==> src/rtl/fb_write_arbiter.sv <==
// fb_write_arbiter
//   Round-robin arbiter for the single write port of the 640x480 1-bit frame
//   bitmap. It grants bounded bursts of single-pixel writes to NUM_REQ
//   requesters and turns out-of-range addresses into addr_err pulses.
//
//   Optional build macro FB_ARB_VBLANK_GATE_EN: when defined, grants and beats
//   are only accepted while vblank=1. An open burst stalls, keeping its grant,
//   while vblank=0. When undefined, vblank is ignored.
//
// Ports
//   clock, reset      system clock, asynchronous active-high reset
//   req[i]            requester i wants to write; held until its burst is done
//   req_addr          flattened addresses, requester i at [i*ADDR_W +: ADDR_W]
//   req_data[i]       pixel value of requester i
//   vblank            display scan is outside the active area
//   gnt               registered one-hot grant
//   wr_en/wr_addr/wr_data  bitmap write port, one cycle after an accepted beat
//   addr_err          one-cycle pulse: accepted beat addressed beyond PIX_MAX
//   busy              a grant is open
module fb_write_arbiter #(
   parameter int NUM_REQ   = 3,
   parameter int ADDR_W    = 19,
   parameter int PIX_MAX   = 307199,
   parameter int MAX_BURST = 16
) (
   input  logic                      clock,
   input  logic                      reset,
   input  logic [NUM_REQ-1:0]        req,
   input  logic [NUM_REQ*ADDR_W-1:0] req_addr,
   input  logic [NUM_REQ-1:0]        req_data,
   input  logic                      vblank,
   output logic [NUM_REQ-1:0]        gnt,
   output logic                      wr_en,
   output logic [ADDR_W-1:0]         wr_addr,
   output logic                      wr_data,
   output logic                      addr_err,
   output logic                      busy
);
   localparam int PTR_W = (NUM_REQ > 1) ? $clog2(NUM_REQ) : 1;
   localparam int CNT_W = $clog2(MAX_BURST) + 1;
   localparam logic [0:0] S_IDLE  = 1'b0;
   localparam logic [0:0] S_GRANT = 1'b1;
   localparam logic [CNT_W-1:0] LAST_BEAT = CNT_W'(MAX_BURST - 1);

   logic [0:0]        state;
   logic [PTR_W-1:0]  rr_ptr;
   logic [PTR_W-1:0]  win;
   logic [CNT_W-1:0]  beat_cnt;
   logic [PTR_W-1:0]  nxt;
   logic              gate;
   logic              accept;
   logic              addr_bad;
   logic [ADDR_W-1:0] sel_addr;
   int                idx;

`ifdef FB_ARB_VBLANK_GATE_EN
   assign gate = vblank;
`else
   logic unused_vblank;
   assign unused_vblank = vblank;
   assign gate = 1'b1;
`endif

   // Scan downward from rr_ptr+NUM_REQ to rr_ptr+1 so the last hit, i.e. the
   // requester closest after rr_ptr, is the one that sticks.
   always_comb begin
      nxt = rr_ptr;
      idx = 0;
      for (int k = NUM_REQ; k >= 1; k--) begin
         idx = (int'(rr_ptr) + k) % NUM_REQ;
         if (req[idx]) nxt = PTR_W'(idx);
      end
   end

   assign sel_addr = req_addr[win*ADDR_W +: ADDR_W];
   assign accept   = (state == S_GRANT) && req[win] && gate;
   assign addr_bad = sel_addr > ADDR_W'(PIX_MAX);
   assign busy     = (state == S_GRANT);

   always_ff @(posedge clock or posedge reset) begin
      if (reset) begin
         state    <= S_IDLE;
         rr_ptr   <= PTR_W'(NUM_REQ - 1);
         win      <= '0;
         beat_cnt <= '0;
         gnt      <= '0;
         wr_en    <= 1'b0;
         wr_addr  <= '0;
         wr_data  <= 1'b0;
         addr_err <= 1'b0;
      end else begin
         // Write side runs regardless of state: the last beat of a burst is
         // written on the same edge the grant drops.
         wr_en    <= accept && !addr_bad;
         addr_err <= accept && addr_bad;
         if (accept) begin
            wr_addr <= sel_addr;
            wr_data <= req_data[win];
         end
         if (state == S_IDLE) begin
            if (|req && gate) begin
               state    <= S_GRANT;
               win      <= nxt;
               gnt      <= NUM_REQ'(1) << nxt;
               beat_cnt <= '0;
            end
         end else begin
            if (!req[win] || (accept && beat_cnt == LAST_BEAT)) begin
               state  <= S_IDLE;
               gnt    <= '0;
               rr_ptr <= win;
            end else if (accept) begin
               beat_cnt <= beat_cnt + 1'b1;
            end
         end
      end
   end
endmodule

==> config.mk <==
export PLATFORM = sky130hd
export DESIGN_NAME = fb_write_arbiter
export DESIGN_NICKNAME = d
export VERILOG_FILES = /design/src/rtl/fb_write_arbiter.sv
export SDC_FILE = /design/constraint.sdc
export NUM_CORES = 1
export LEC_CHECK = 0
export ABC_AREA = 1
export CAP_MARGIN = 40
export CORE_MARGIN = 8
export CORE_UTILIZATION = 30
export CTS_CLUSTER_DIAMETER = 60
export CTS_CLUSTER_SIZE = 28
export DETAILED_ROUTE_END_ITERATION = 6
export PLACE_DENSITY = 0.61
export SLEW_MARGIN = 20
export SYNTH_ARGS = -nofsm -noshare
export SYNTH_HDL_FRONTEND = slang
export SYNTH_SLANG_ARGS = --single-unit
==> constraint.sdc <==
create_clock -name clock -period 2.01 [get_ports clock]
set_input_delay 0.201 -clock clock [delete_from_list [all_inputs] [get_ports clock]]
set_output_delay 0.201 -clock clock [all_outputs]
set_load 0.03 [all_outputs]
==> metrics.csv <==
stage,metric,value,unit
outcome,status,"finished, final reports clean",
power,swShare,0.464,
timing,slew_violations,0,
cts,cts_tree,yes,
timing,fin_crit_sh,0.891,
logic_synthesis,synth_top_family_by_area,simple AND/OR/NAND/NOR gates,
critical_path,cp-end-kind,flip-flop,
placed_design,dp_hpwl,4930,µm
placed_design,gp_congestion,0.891,
logic_synthesis,synth_adder_area_share,0.0236,
timing,period_minus_slack,1.79,ns
cts,hold_buffers,0,
power,max-vdd-ir-drop,0.633,mV
routing,drc,0,
logic_synthesis,ys_async_sr_fraction,1.00,
critical_path,criticalPathCategory,flip-flop to flip-flop,
final_layout,n_antenna_cell,0,
power,intPower,2.64,mW
logic_synthesis,yosys_register_bits,35,
critical_path,cp.required,2.18,ns
global_route,grt_pass1_wl,10300,µm
floorplan,die_w,100,µm
floorplan,num_io_pins,92,
cts,post_cts.repair.setup_buffers,0,
timing,finalSetupViolations,0,
cts,root_buffer,clkbuf_8,
final_layout,num-fill-cells,703,
final_layout,final-seq-area,877,µm²
cts,cts.sinks,35,
routing,dr_total_vias,2186,
critical_path,critPathLaunchType,flip-flop,
logic_synthesis,synthFlopType,dfrtp_1,
timing,setup_tns,0,ns
floorplan,std_cell_rows,30,
logic_synthesis,yosys.area_share.xor_xnor,0.00413,
power,combinationalPowerShare,0.619,
cts,clockBufferDepth,2,
logic_synthesis,ys_warn_count,0,
critical_path,cp_max_fo,7,
timing,tightest_slew,0.462,ns
routing,ant_nets,0,
power,leakage,1.48,nW
routing,drtPass1Iterations,4,
routing,wl,6360,µm
floorplan,dieArea,10000,µm²
cts,path_clk_slew,0.07,ns
final_layout,drive_above_1_share,0.0759,
placed_design,port_buffers,90,
routing,wl_per_cell,13.3,µm
final_layout,final_cell_mix,"clkdlybuf4s50_1, nand2_1, nor2_1",
logic_synthesis,synth_area,2120,µm²
floorplan,coreArea,6830,µm²
routing,drt-initial-drc-count,80,
final_layout,mostFrequentLayoutCell,clkdlybuf4s50_1,
floorplan,die_h,100,µm
power,finalPower,4.94,mW
logic_synthesis,ys_seq_area_frac,0.414,
final_layout,multi_input_area,1040,µm²
timing,max_freq,0.559,GHz
timing,rsz0062_at_grt,no,
logic_synthesis,synth_edf_count,0,
logic_synthesis,syn_nets,358,
cts,htreeDepth,2,
logic_synthesis,synth-compound-area-share,0.212,
timing,skew,0.00282,ns
logic_synthesis,avgSynthCellArea,7.36,µm²
cts,numCtsBuffers,5,
logic_synthesis,ys_types,30,
global_route,grt_pass1_vias,2176,
job,maxCapViolCount,0,
power,pwr-share-clk,0.133,
power,seq_power_share,0.247,
cts,insertion_delay,0.29,ns
timing,maxSlewHeadroom,0.692,
power,p_per_area,1530,nW/µm²
logic_synthesis,yosys.area_share.simple,0.253,
critical_path,cp_data_arrival_time,1.96,ns
cts,ctsResizeCount,0,
hold_path,min_path_type,input pin to asynchronous set/reset pin,
floorplan,start_util,0.310,
power,p_switching,2.29,mW
global_route,antenna_found_initial,0,
logic_synthesis,muxShareOfSynthArea,0,
final_layout,syn2layout_area_growth,52.5,%
global_route,grt_overflow,0,
global_route,grt_max_degree,36,
global_route,track_usage,0.128,
final_layout,fin_nets,451,
logic_synthesis,netlist_instances,288,
routing,viasPerCell,4.57,
timing,hold_viol,0,
-- metrics by stage --
stage / area [µm²] / hold slack (ns) / instances / worst slack [ns] / util
after floorplan: 2120 / 0.355 / 288 / 0.458 / -
after global placement: 3120 / 0.467 / 470 / 0.281 / 0.456
after detailed placement: 3120 / 0.471 / 470 / 0.256 / 0.456
after CTS: 3230 / 0.332 / 478 / 0.223 / 0.473
after global routing: 3230 / 0.355 / 478 / 0.0211 / 0.473
final: 3230 / 0.312 / 478 / 0.220 / 0.473
-- flip-flops by register name, indices dropped and copies added, names as in the netlist --
signal	cells
win	2
busy	1
rr_ptr	2
addr_err	1
wr_data	1
wr_addr	19
gnt	3
wr_en	1
beat_cnt	5
-- area by class of cell --
type | count | area share
clock buffers | 6 | 0.0255
clock inverters | 2 | 0.0108
inverters | 30 | 0.0348
multi-input cells | 211 | 0.323
flip-flops and latches | 35 | 0.271
well taps | 96 | 0.0372
repair buffers | 98 | 0.297
-- synthesized netlist by cell type (2+ instances only) --
| cell | n | area share |
|---|---|---|
| a21oi_1 | 7 | 0.017 |
| a2bb2oi_1 | 10 | 0.041 |
| a31oi_1 | 6 | 0.018 |
| buf_2 | 5 | 0.012 |
| buf_6 | 4 | 0.021 |
| dfrtp_1 | 34 | 0.40 |
| ha_1 | 4 | 0.024 |
| inv_1 | 25 | 0.044 |
| inv_2 | 5 | 0.0089 |
| nand2_1 | 71 | 0.13 |
| nand2_2 | 2 | 0.0059 |
| nand3_1 | 15 | 0.035 |
| nor2_1 | 41 | 0.073 |
| o21ai_0 | 37 | 0.087 |
| o21ai_1 | 7 | 0.017 |
-- power groups by stage --
| stage | combinational, mW | sequential, mW | clock (mW) |
|---|---|---|---|
| 5_1_grt | 3.42 | 1.27 | 0.712 |
| 3_5_place_dp | 3.09 | 1.24 | 0 |
| 4_1_cts | 3.10 | 1.22 | 0.679 |
| 2_1_floorplan | 1.70 | 1.65 | 0 |
| 6_report | 3.06 | 1.22 | 0.658 |
| 3_3_place_gp | 3.06 | 1.23 | 0 |
-- worst paths after layout --
kind | from | to | slack (ns) | cells after the start
setup / recovery | rr_ptr[1] | gnt[1] | 0.22 | 12
hold / removal | reset | wr_addr[18] | 0.31 | 3
setup reg to reg | rr_ptr[1] | gnt[1] | 0.22 | 12
hold reg to reg | wr_addr[14] | wr_addr[14] | 0.48 | 2
max in group asynchronous | reset | rr_ptr[1] | 1.34 | 3
min in group clock | req_addr[47] | wr_addr[9] | 0.47 | 3
-- kinds of logic after synthesis --
| logic type | after synthesis |
|---|---|
| simple gates | 133 |
| compound gates | 73 |
| buf+inv | 42 |
| flops | 35 |
| fa+ha+maj | 4 |
| xor+xnor | 1 |
-- critical path, cell delays in order, from the launching register on --
cell and delay, ns:
dfstp_2 0.53, inv_1 0.06, ha_1 0.26, inv_1 0.17
nand3_1 0.12, nand2_1 0.08, nand2_1 0.05, nand2_1 0.06
nand2_1 0.05, nand2_1 0.06, nand2_1 0.08, nand2_1 0.09
o21bai_1 0.07
-- metal layers --
layer | routed length (µm) | global-route usage | vias up
li1 | - | - | 1125
met1 | 2780 | 0.143 | 1002
met2 | 3180 | 0.229 | 50
met3 | 288 | 0.0318 | 9
met4 | 112 | 0.0442 | 0
met5 | 0 | 0 | -
(Power assumes the default switching activity.)
